File: config.mk
export PLATFORM = sky130hd
export DESIGN_NAME = load_store_unit
export DESIGN_NICKNAME = d
export VERILOG_FILES = /design/src/rtl/load_store_unit.sv
export SDC_FILE = /design/constraint.sdc
export NUM_CORES = 1
export LEC_CHECK = 0
export CELL_PAD_IN_SITES_DETAIL_PLACEMENT = 0
export CELL_PAD_IN_SITES_GLOBAL_PLACEMENT = 1
export CORE_ASPECT_RATIO = 0.7
export CORE_MARGIN = 2
export CORE_UTILIZATION = 31
export DETAILED_ROUTE_END_ITERATION = 10
export GPL_TIMING_DRIVEN = 0
export PLACE_DENSITY_LB_ADDON = 0.1
export SLEW_MARGIN = 40
export SYNTH_ARGS = -nofsm -noshare
export SYNTH_HDL_FRONTEND = slang
export SYNTH_SLANG_ARGS = --single-unit
File: constraint.sdc
create_clock -name clk -period 4.4 [get_ports clk]
set_clock_uncertainty 0.2 [all_clocks]
set_input_delay 0.66 -clock clk [delete_from_list [all_inputs] [get_ports clk]]
set_output_delay 0.66 -clock clk [all_outputs]
set_load 0.05 [all_outputs]
File: src/rtl/load_store_unit.sv
// rtl/load_store_unit.sv - RISC-V load/store unit with data memory and peripheral bus paths
//
// Ports:
//   clk, reset          clock, asynchronous active-high reset
//   ls_valid, is_load,  execute-stage request: valid, direction,
//   is_store, funct3,   RISC-V width/sign code, byte address and
//   addr, store_data    unaligned store operand
//   mem_*               combinational word access to the data memory
//                       (mem_wr_en active low, mem_chip_select active low);
//                       mem_rdata is sampled at the end of the request cycle
//   per_*               registered request/ack handshake to the peripheral bus
//   load_data/valid     registered aligned load result, one-cycle valid pulse
//   lsu_stall           freezes upstream while a peripheral access is pending
//   access_fault        one-cycle pulse for illegal or timed-out accesses
module load_store_unit #(
  parameter int          MEM_WORDS   = 512,
  parameter logic [31:0] PERIPH_BASE = 32'h8000_0000,
  parameter int          TIMEOUT     = 255
) (
  input  logic        clk,
  input  logic        reset,
  input  logic        ls_valid,
  input  logic        is_load,
  input  logic        is_store,
  input  logic [2:0]  funct3,
  input  logic [31:0] addr,
  input  logic [31:0] store_data,
  output logic [31:0] mem_addr,
  output logic [31:0] mem_wdata,
  output logic        mem_wr_en,
  output logic        mem_rd_en,
  output logic        mem_chip_select,
  output logic [3:0]  mem_mask,
  input  logic [31:0] mem_rdata,
  output logic        per_req,
  output logic        per_we,
  output logic [31:0] per_addr,
  output logic [31:0] per_wdata,
  output logic [3:0]  per_mask,
  input  logic        per_ack,
  input  logic [31:0] per_rdata,
  output logic [31:0] load_data,
  output logic        load_valid,
  output logic        lsu_stall,
  output logic        access_fault
);

  localparam logic [0:0]  IDLE        = 1'b0;
  localparam logic [0:0]  PERIPH_WAIT = 1'b1;
  localparam int          CW          = $clog2(TIMEOUT + 1);
  localparam logic [31:0] MEM_LIMIT   = 32'(MEM_WORDS * 4);

  logic [0:0]    state;
  logic [CW-1:0] wait_cnt;
  logic [2:0]    per_f3;
  logic [1:0]    per_off;

  logic [1:0]  off;
  logic        op_ok, f3_ok, aligned, in_mem, in_per, legal;
  logic        req, mem_go, per_go, bad_req, timeout_hit;
  logic [3:0]  lane_mask;
  logic [31:0] lane_wdata;

  // Shift the addressed lane down to bit 0, then sign- or zero-extend.
  function automatic logic [31:0] align_load(input logic [31:0] word,
                                             input logic [1:0]  lane,
                                             input logic [2:0]  f3);
    logic [31:0] sh;
    sh = word >> {lane, 3'b000};
    case (f3)
      3'd0:    return {{24{sh[7]}}, sh[7:0]};
      3'd1:    return {{16{sh[15]}}, sh[15:0]};
      3'd4:    return {24'd0, sh[7:0]};
      3'd5:    return {16'd0, sh[15:0]};
      default: return word;
    endcase
  endfunction

  always_comb begin
    off     = addr[1:0];
    op_ok   = is_load ^ is_store;
    f3_ok   = is_load ? (funct3 inside {3'd0, 3'd1, 3'd2, 3'd4, 3'd5})
                      : (funct3 inside {3'd0, 3'd1, 3'd2});
    case (funct3[1:0])
      2'd0:    aligned = 1'b1;
      2'd1:    aligned = ~addr[0];
      2'd2:    aligned = (addr[1:0] == 2'b00);
      default: aligned = 1'b0;
    endcase
    in_mem  = (addr < MEM_LIMIT);
    in_per  = (addr >= PERIPH_BASE);
    legal   = op_ok && f3_ok && aligned && (in_mem || in_per);

    case (funct3[1:0])
      2'd0:    lane_mask = 4'b0001 << off;
      2'd1:    lane_mask = off[1] ? 4'b1100 : 4'b0011;
      default: lane_mask = 4'b1111;
    endcase
    case (funct3[1:0])
      2'd0:    lane_wdata = {4{store_data[7:0]}};
      2'd1:    lane_wdata = {2{store_data[15:0]}};
      default: lane_wdata = store_data;
    endcase

    // New requests are only accepted in IDLE; in PERIPH_WAIT the inputs
    // still show the stalled instruction and must not be re-issued.
    req     = ls_valid && (state == IDLE);
    mem_go  = req && legal && in_mem;
    per_go  = req && legal && in_per;
    bad_req = req && !legal;

    timeout_hit = (state == PERIPH_WAIT) && (wait_cnt == CW'(TIMEOUT - 1));

    mem_addr        = {addr[31:2], 2'b00};
    mem_wdata       = lane_wdata;
    mem_wr_en       = 1'b1;
    mem_rd_en       = 1'b0;
    mem_chip_select = 1'b1;
    mem_mask        = 4'b0000;
    if (mem_go) begin
      mem_chip_select = 1'b0;
      mem_mask        = lane_mask;
      mem_wr_en       = ~is_store;
      mem_rd_en       = is_load;
    end

    // Stall releases in the cycle the wait ends (ack or last timeout cycle)
    // so the held instruction retires on the same edge the FSM leaves.
    lsu_stall = per_go ||
                ((state == PERIPH_WAIT) && !per_ack && !timeout_hit);
  end

  always_ff @(posedge clk or posedge reset) begin
    if (reset) begin
      state        <= IDLE;
      wait_cnt     <= '0;
      per_req      <= 1'b0;
      per_we       <= 1'b0;
      per_addr     <= 32'd0;
      per_wdata    <= 32'd0;
      per_mask     <= 4'd0;
      per_f3       <= 3'd0;
      per_off      <= 2'd0;
      load_data    <= 32'd0;
      load_valid   <= 1'b0;
      access_fault <= 1'b0;
    end else begin
      load_valid   <= 1'b0;
      access_fault <= 1'b0;
      case (state)
        IDLE: begin
          if (mem_go && is_load) begin
            load_data  <= align_load(mem_rdata, off, funct3);
            load_valid <= 1'b1;
          end
          if (per_go) begin
            state     <= PERIPH_WAIT;
            wait_cnt  <= '0;
            per_req   <= 1'b1;
            per_we    <= is_store;
            per_addr  <= {addr[31:2], 2'b00};
            per_wdata <= lane_wdata;
            per_mask  <= lane_mask;
            per_f3    <= funct3;
            per_off   <= off;
          end
          if (bad_req) begin
            access_fault <= 1'b1;
          end
        end
        PERIPH_WAIT: begin
          if (per_ack) begin
            state   <= IDLE;
            per_req <= 1'b0;
            if (!per_we) begin
              load_data  <= align_load(per_rdata, per_off, per_f3);
              load_valid <= 1'b1;
            end
          end else if (timeout_hit) begin
            state        <= IDLE;
            per_req      <= 1'b0;
            access_fault <= 1'b1;
            load_data    <= 32'd0;
          end else begin
            wait_cnt <= wait_cnt + 1'b1;
          end
        end
        default: state <= IDLE;
      endcase
    end
  end

endmodule

-- After elaboration in Yosys (flattened, before gate mapping)
Index checks and enable logic that the tools add are counted.
- add/subtract/negate cells: 1
- $lt $le $gt $ge: 2
- shift operators: 3
- reduce and logical (&&, ||, !) cells: 27
- bitwise operators: 4
- multiplexer cells: 36
- equality and inequality tests: 16
- operators with widths (cell ; count):
    case mux 32 bit (4 select lines) ; 2
    two-way mux 32 bit ; 4
    case mux 32 bit (2 select lines) ; 2
    >> shifter 32 x 5 -> 16 bit ; 2
    >= comparator 32 bit, second input constant ; 1
    < comparator 32 x 12 -> 1 bit, second input constant ; 1
    two-way mux 8 bit ; 3
    two-way mux 1 bit ; 16
    case mux 8 bit (2 select lines) ; 1
    equality test 3 bit, second input constant ; 4
    logical AND 1 bit ; 12
    adder 8 x 1 -> 8 bit, second input constant ; 1
    equality test 8 bit, second input constant ; 1
    two-way mux 4 bit ; 2
    case mux 1 bit (2 select lines) ; 4
    case mux 4 bit (2 select lines) ; 1
    equality test 3 x 1 -> 1 bit, second input constant ; 2
    zero test 3 bit ; 2
    != test 2 bit, second input constant ; 3
    AND reduction 3 bit ; 2
    nonzero test 5 bit ; 1
    zero test 2 bit ; 2
    AND reduction 2 bit ; 2
    << shifter 1 x 2 -> 4 bit, first input constant ; 1
    other kinds (12) ; 17
- register bits: 116
- output and inout bits: 176
- logic and storage cells: 101

-- Longest topological paths before layout
Gate-level depths: netlist of run 1.
- depth in word-level cells: 11
- gate-level depth with buffers: 10
- mapped depth without buffers: 7

-- Least setup slack after synthesis of run 1
Ideal clock, no wire load.
- kind: input-to-output
- start point: input addr[0]
- end point: output mem_mask[0]
- setup slack: 0.821 ns
- arrival: 2.719 ns
- path buffers: 3
- cell stages on the path: 8
- data required time: 3.540 ns
- cells stage by stage: buf_2 > nor4_2 > o221ai_1 > nor4_2 > buf_2 > buf_4 > inv_2 > nor2_1
- cells in the longest elaborated chain, start to end: 7
- ends and longest elaborated chain (item ; line ; text):
    start, declared ; 26 ; input logic [31:0] addr,
    branches (longest 6 deep; another with < comparator 32 x 12 -> 1 bit) ; - ;
    two-way mux 4 bit * ; 120 ; if (mem_go) begin
    end, declared ; 33 ; output logic [3:0] mem_mask,
Every way passes the cells marked *.

-- Worst setup path in the final report of run 1
- start point: input funct3[2]
- end point: output mem_mask[0]
- cells in the longest elaborated chain, start to end: 9
- ends and longest elaborated chain (item ; line ; text):
    start, declared ; 25 ; input logic [2:0] funct3,
    equality test 3 x 1 -> 1 bit (tied with other cells) ; 82, 83 ;
    nonzero test 5 bit / nonzero test 3 bit (equally long branches) ; 82, 83 ;
    two-way mux 1 bit * ; 82 ; f3_ok = is_load ? (funct3 inside {3'd0, 3'd1, 3'd2, 3'd4, 3'd5})
    logical AND 1 bit * (3 in series) ; 92 ; legal = op_ok && f3_ok && aligned && (in_mem || in_per);
    logical AND 1 bit * (2 in series) ; 108 ; mem_go = req && legal && in_mem;
    two-way mux 4 bit * ; 120 ;
Mark *: on every way between the ends. The rest lies on a longest branch, timed or not.

==> flow_metrics.env, run 1 <==
export IMPL_cellPowerDensity_nw_per_um2=523
export IMPL_cts_tree="done"
export IMPL_cts_buffer_depth=2
export IMPL_min_period_ns=4.26
export IMPL_gp_congestion=0.962
export IMPL_synth_adder_area_share_pct=0.353
export IMPL_ys_async_sr_fraction_pct=100
export IMPL_drive_gt1_share_pct=11.8
export IMPL_hold_class="flop to flop"
export IMPL_critPathKind="input port to output port"
export IMPL_clkLatencyLatePin_ns=0.41
export IMPL_drt_iter0_markers=634
export IMPL_seq_area_frac_synth_pct=41.0
export IMPL_root_buffer="clkbuf_16"
export IMPL_dr_pass1_iters=6
export IMPL_grt_max_degree=62
export IMPL_ys_flop_type="dfrtp_1"
export IMPL_maxSlewViolCount=0
export IMPL_rsz0062_at_grt="false"
export IMPL_num_antenna_cells=0
export IMPL_dpl_worst_slack_ns=-0.468
export IMPL_cp_start_kind="input port"
export IMPL_path_cells="clkdlybuf4s50_1, nor4_4, o221ai_1, nor4_2, buf_2, buf_4, inv_2, nor2_1, clkdlybuf4s15_2"
export IMPL_cp_required_ns=3.54
export IMPL_period_share_pct=96.7
export IMPL_antenna_found_initial=2
export IMPL_coreArea_um2=22600
export IMPL_die_w_um=185
export IMPL_die_area_um2=24100
export IMPL_h_tree_depth=4
export IMPL_synth_edf_count=0
export IMPL_grt_pass1_vias=6967
export IMPL_arrival_ns=3.40
export IMPL_synth_cell_types=56
export IMPL_cts_clk_slew_worst_paths_ns=0.05
export IMPL_final_common_cell="clkdlybuf4s50_1"
export IMPL_vias=7304
export IMPL_slew_headroom_pct=55.9
export IMPL_ios=313
export IMPL_wl_per_cell_um=20.0
export IMPL_fillerInstances=2202
export IMPL_wl_mm=29.2
export IMPL_yosysWarnings=0
export IMPL_hold_buffers=0
export IMPL_hold_path_depth=1
export IMPL_grt_pass1_wl_mm=43.0
export IMPL_antenna_left=0
export IMPL_setup_tns_ns=0
export IMPL_synth_compound_area_share_pct=16.7
export IMPL_rrSetupSlack_ns=1.62
export IMPL_synth_cells=809
export IMPL_place_inst=1431
export IMPL_critPathBufInv=5
export IMPL_crit_fanout=10
export IMPL_max_freq_mhz=235
export IMPL_leakagePower_nw=4.92
export IMPL_r2r_start="wait_cnt[0]"
export IMPL_clock_sinks=116
export IMPL_overflow=0
export IMPL_area_delta_synth_final_pct=57.8
export IMPL_syn_avg_cell_area_um2=8.76
export IMPL_worst_pin_slew_ns=0.659
export IMPL_synth_seq_cells=116
export IMPL_viasPerCell=5.00
export IMPL_critPathTopFamily="buffers and inverters"
export IMPL_muxShareOfSynthArea_pct=12.5
export IMPL_final_cells=1460
export IMPL_min_to="per_addr[31]"
export IMPL_outcome="completed"
export IMPL_layout_nets=1276
export IMPL_worst_r2r_cell_count=9
export IMPL_ir_drop_v=0.000330
export IMPL_layout_common_cells="clkdlybuf4s50_1, nand2_1, dfrtp_1, buf_4, mux2i_1"
export IMPL_synth_simple_area_share_pct=19.2
export IMPL_num_rows=46
export IMPL_hold_viol=0
export IMPL_maxCapViolCount=0
export IMPL_fin_ws_ns=0.144
export IMPL_numCtsBuffers=17
export IMPL_slowest_delay_ns=0.59
export IMPL_setup_viol=0
export IMPL_syn_area_um2=7090
export IMPL_crit_path_end_kind="output port"
export IMPL_hold_start="per_addr[31]"
export IMPL_drcViolationCount=0
export IMPL_synth_xor_area_share_pct=0.742
export IMPL_synth_top_family_by_area="simple AND/OR/NAND/NOR gates"
export IMPL_start_util_pct=31.4
export IMPL_grt_total_usage_pct=24.0
export IMPL_hpwl_mm=22.6
export IMPL_port_buffers=306
export IMPL_die_h_um=131
export IMPL_r2r_end="load_data[5]"
export IMPL_cp_slowest_cell="clkdlybuf4s50_1"
## worst max path at each step
stage	startpoint	to	slack [ns]	depth (start not counted)
after floorplan	reset	access_fault	0.47	1
after CTS	funct3[2]	mem_wr_en	0.06	8
after global routing	funct3[2]	mem_mask[0]	0.07	9
after detailed placement	funct3[1]	mem_wdata[25]	-0.47	7
final	funct3[2]	mem_mask[0]	0.14	9
after global placement	reset	load_data[0]	-1.61	2
## power by group
part           internal (mW)  switching [mW]  leakage [nW]  total, mW
Sequential              1.37           0.178          1.45       1.55
Combinational           1.00            1.90          3.19       2.90
Clock                  0.894           0.492         0.281       1.39
Total                   3.27            2.57          4.92       5.84
## what timing repair did
| action | 4_1_cts | 5_1_grt |
|---|---|---|
| gates resized for setup | 17 | 1 |
| buffers inserted | 0 | 0 |
| setup endpoints to repair | 13 | 1 |
## metal layers
layer  track usage, %  share of wire (%)  vias to the layer above  routed length (um)
met1             35.7                 50                     3525               14500
met5                0              0.045                        -                  13
met3             8.56                9.1                       22                2660
li1                 -                  -                     3452                   -
met4             4.95                1.1                        2                 331
met2             33.0                 40                      303               11700
## synth_stat cells, drive strengths merged (4+ instances only)
| master | n | area share (%) |
|---|---|---|
| a211oi | 16 | 1.7 |
| a21oi | 21 | 1.5 |
| a221oi | 7 | 0.87 |
| a2bb2oi | 7 | 0.87 |
| a31oi | 16 | 1.4 |
| a32oi | 16 | 2.0 |
| buf | 77 | 7.1 |
| clkbuf | 26 | 1.4 |
| dfrtp | 116 | 41 |
| inv | 18 | 0.95 |
| mux2 | 32 | 5.1 |
| mux2i | 48 | 6.8 |
| nand2 | 232 | 12 |
| nand2b | 22 | 1.9 |
| nand3 | 6 | 0.42 |
| nand4 | 4 | 0.35 |
| nor2 | 33 | 1.7 |
| nor3 | 4 | 0.28 |
| nor4 | 6 | 0.71 |
| o21ai | 18 | 1.3 |
| o21bai | 9 | 0.95 |
| o221ai | 23 | 2.8 |
| o22ai | 9 | 0.79 |
| o2bb2ai | 8 | 0.99 |
| xor2 | 4 | 0.49 |
## registers in the layout, summed over array words and instances (netlist names)
| name | flops |
|---|---|
| load_data | 32 |
| per_wdata | 32 |
| per_addr | 30 |
| wait_cnt | 8 |
| per_mask | 4 |
| per_f3 | 3 |
| per_off | 2 |
| access_fault | 1 |
| load_valid | 1 |
| per_req | 1 |
| per_we | 1 |
| state | 1 |
## area by class of cell
cell class / instances / area, um^2 / share of cell area [%]
multi-input cells: 574 / 3530 / 31.6
repair buffers: 307 / 3090 / 27.7
flip-flops and latches: 116 / 2900 / 26.0
plain buffers: 103 / 607 / 5.43
clock buffers: 20 / 447 / 3.99
well taps: 312 / 390 / 3.49
clock inverters: 10 / 134 / 1.20
inverters: 18 / 75.1 / 0.671
## cell families after synthesis
group | Yosys count
simple gates | 319
compound gates | 161
buf+inv | 122
flops | 116
mux | 82
xor+xnor | 6
fa+ha+maj | 2
other cells | 1
## stage by stage
| step | area, um^2 | hold WS, ns | utilization (%) | power, mW |
|---|---|---|---|---|
| finish | 11200 | 0.268 | 49.6 | 5.84 |
| global placement | 10600 | 0.249 | 46.8 | 4.46 |
| floorplan | 7100 | 0.310 | - | 3.38 |
| global route | 11200 | 0.288 | 49.6 | 6.11 |
| CTS | 11200 | 0.272 | 49.5 | 5.88 |
| detailed placement | 10600 | 0.257 | 46.9 | 4.46 |
Note: power is estimated with default switching activity, not from simulation.
==> run 2: changes to the inputs <==
ABC_AREA = 1   (was not set)
CORE_UTILIZATION = 29   (was 31)
CTS_CLUSTER_SIZE = 12   (was not set)
==> flow_metrics.env, run 2 <==
export IMPL_max_freq_mhz=242
export IMPL_critPathTopFamily="buffers and inverters"
export IMPL_r2r_start="state"
export IMPL_ys_async_sr_fraction_pct=100
export IMPL_root_buffer="clkbuf_16"
export IMPL_grt_max_degree=70
export IMPL_critPathKind="input port to output port"
export IMPL_coreArea_um2=24600
export IMPL_start_util_pct=29.5
export IMPL_dr_pass1_iters=6
export IMPL_wl_mm=31.6
export IMPL_drive_gt1_share_pct=9.25
export IMPL_place_inst=1710
export IMPL_path_depth=8
export IMPL_maxSlewViolCount=0
export IMPL_seq_area_frac_synth_pct=40.0
export IMPL_cts_tree="done"
export IMPL_synth_most_common_cell="nand2_1"
export IMPL_ys_flop_type="dfrtp_1"
export IMPL_hpwl_mm=25.4
export IMPL_syn_area_um2=7260
export IMPL_layout_common_cells="nand2_1, clkdlybuf4s50_1, dfrtp_1, o21ai_0, nand3_1"
export IMPL_crit_top_cell="nor2_1"
export IMPL_clkLatencyLatePin_ns=0.42
export IMPL_grt_pass1_wl_mm=47.1
export IMPL_yosysTopAreaCell="dfrtp_1"
export IMPL_worst_pin_slew_ns=0.683
export IMPL_critPathLaunch="funct3[1]"
export IMPL_syn_avg_cell_area_um2=6.77
export IMPL_drcViolationCount=0
export IMPL_hold_class="flop to flop"
export IMPL_setup_tns_ns=0
export IMPL_path_cells="clkdlybuf4s50_1, buf_2, nor2_1, clkinv_1, nor2_1, a21oi_1, nor2_1, clkdlybuf4s50_1"
export IMPL_synth_cell_types=34
export IMPL_synth_cells=1073
export IMPL_vias=8121
export IMPL_cp_start_kind="input port"
export IMPL_die_w_um=193
export IMPL_drt_iter0_markers=568
export IMPL_final_common_cell="nand2_1"
export IMPL_min_period_ns=4.13
export IMPL_crit_fanout=10
export IMPL_synthTopCellsByArea="dfrtp_1, nand2_1, o21ai_0"
export IMPL_synth_edf_count=0
export IMPL_viasPerCell=4.66
export IMPL_clock_sinks=116
export IMPL_worst_r2r_cell_count=8
export IMPL_period_share_pct=93.8
export IMPL_place_area_um2=10800
export IMPL_grt_pass1_vias=7718
export IMPL_cts_buffer_depth=2
export IMPL_final_area_um2=11400
export IMPL_arrival_ns=3.27
export IMPL_overflow=0
export IMPL_r2r_end="load_data[21]"
export IMPL_outcome="completed"
export IMPL_synth_seq_cells=116
export IMPL_fillerInstances=2603
export IMPL_antenna_found_initial=3
export IMPL_power_mw=5.54
export IMPL_final_cells=1742
export IMPL_grt_total_usage_pct=24.3
export IMPL_num_rows=48
export IMPL_crit_end="mem_mask[0]"
export IMPL_ios=313
export IMPL_post_cts_buffers=0
export IMPL_port_buffers=308
export IMPL_h_tree_depth=4
export IMPL_numCtsBuffers=17
export IMPL_ir_drop_v=0.000282
export IMPL_synth_top_area_share_pct=40.0
export IMPL_leakagePower_nw=5.66
export IMPL_synthTopCellsByCount="nand2_1, dfrtp_1, o21ai_0, nand3_1, inv_1"
export IMPL_wl_per_cell_um=18.2
export IMPL_maxCapViolCount=0
export IMPL_layout_nets=1543
export IMPL_slowest_delay_ns=0.86
export IMPL_critPathBufInv=4
export IMPL_die_area_um2=26300
export IMPL_yosysWarnings=0
export IMPL_cts_clk_slew_worst_paths_ns=0.05
export IMPL_rsz0062_at_grt="false"
export IMPL_die_h_um=136
export IMPL_crit_path_end_kind="output port"
export IMPL_antenna_left=0
export IMPL_top_regs="load_data: 32 flops, per_wdata: 32 flops, per_addr: 30 flops"
export IMPL_gp_congestion=0.932
export IMPL_slew_headroom_pct=54.5
export IMPL_hold_viol=0
export IMPL_area_delta_synth_final_pct=57.0
export IMPL_rrSetupSlack_ns=2.00
export IMPL_setup_viol=0
export IMPL_cp_slowest_cell="clkdlybuf4s50_1"
export IMPL_cp_required_ns=3.54
export IMPL_cellPowerDensity_nw_per_um2=486
[run 2: timing repair]
item,in CTS,in global routing
resized for setup,0,1
hold endpoints to repair,0,0
hold buffers,0,0
setup endpoints to repair,0,1
[run 2: logic make-up (layout without fill, tap and decap cells)]
logic type	after synthesis	after routing	share of synthesized area [%]
and+or+nand+nor	599	599	33.6
buffers and inverters	178	518	12.7
AOI/OAI and AO/OA	170	170	12.4
DFF	116	116	40.0
xor gates and xnor gates	6	6	0.724
adders and majority gates	2	2	0.345
other	1	5	0.0516
muxes	1	1	0.138
[run 2: how the worst min path moves through the flow]
stage	depth (start not counted)	endpoint	slack, ns	start
after global placement	1	per_addr[31]	0.25	per_addr[31]
final	2	load_data[10]	0.27	load_data[10]
after global routing	2	load_data[15]	0.29	load_data[15]
after detailed placement	2	load_data[0]	0.26	load_data[0]
after CTS	2	load_data[4]	0.27	load_data[4]
after floorplan	2	per_f3[0]	0.28	per_f3[0]
[run 2: through the flow]
stage / util, % / worst slack, ns / hold WS, ns
floorplan: - / 0.468 / 0.276
global placement: 43.7 / -1.61 / 0.252
detailed placement: 43.9 / 0.111 / 0.258
CTS: 46.3 / 0.0978 / 0.272
global route: 46.3 / 0.0506 / 0.286
finish: 46.3 / 0.275 / 0.265
[run 2: worst register-to-register path: cells and delay by family (launching register included)]
| family | cells | cell delay [ns] |
|---|---|---|
| AOI/OAI and AO/OA | 1 | 0.12 |
| buffers and inverters | 2 | 0.96 |
| DFF | 1 | 0.40 |
| and+or+nand+nor | 5 | 0.61 |
[run 2: where the power goes]
part | internal (mW) | switching [mW]
registers | 1.34 | 0.156
logic | 0.853 | 1.77
clock network | 0.926 | 0.502
total | 3.12 | 2.42
[run 2: final cells by class]
type / count / area, um^2 / share of cell area [%]
tap: 325 / 407 / 3.57
clock inverter: 10 / 130 / 1.14
multi-input combinational: 782 / 3440 / 30.2
timing repair buffer: 309 / 3110 / 27.3
sequential: 116 / 2900 / 25.5
clock buffer: 21 / 470 / 4.13
antenna: 1 / 2.50 / 0.0219
buffer: 98 / 626 / 5.49
inverter: 80 / 308 / 2.70
[run 2: layer usage]
metal | GRT usage (%) | wire length (um) | up-vias
met5 | 0 | 13 | -
met4 | 4.42 | 211 | 2
met3 | 5.86 | 2510 | 19
met2 | 35.1 | 13200 | 297
met1 | 36.7 | 15700 | 3777
li1 | - | - | 4026
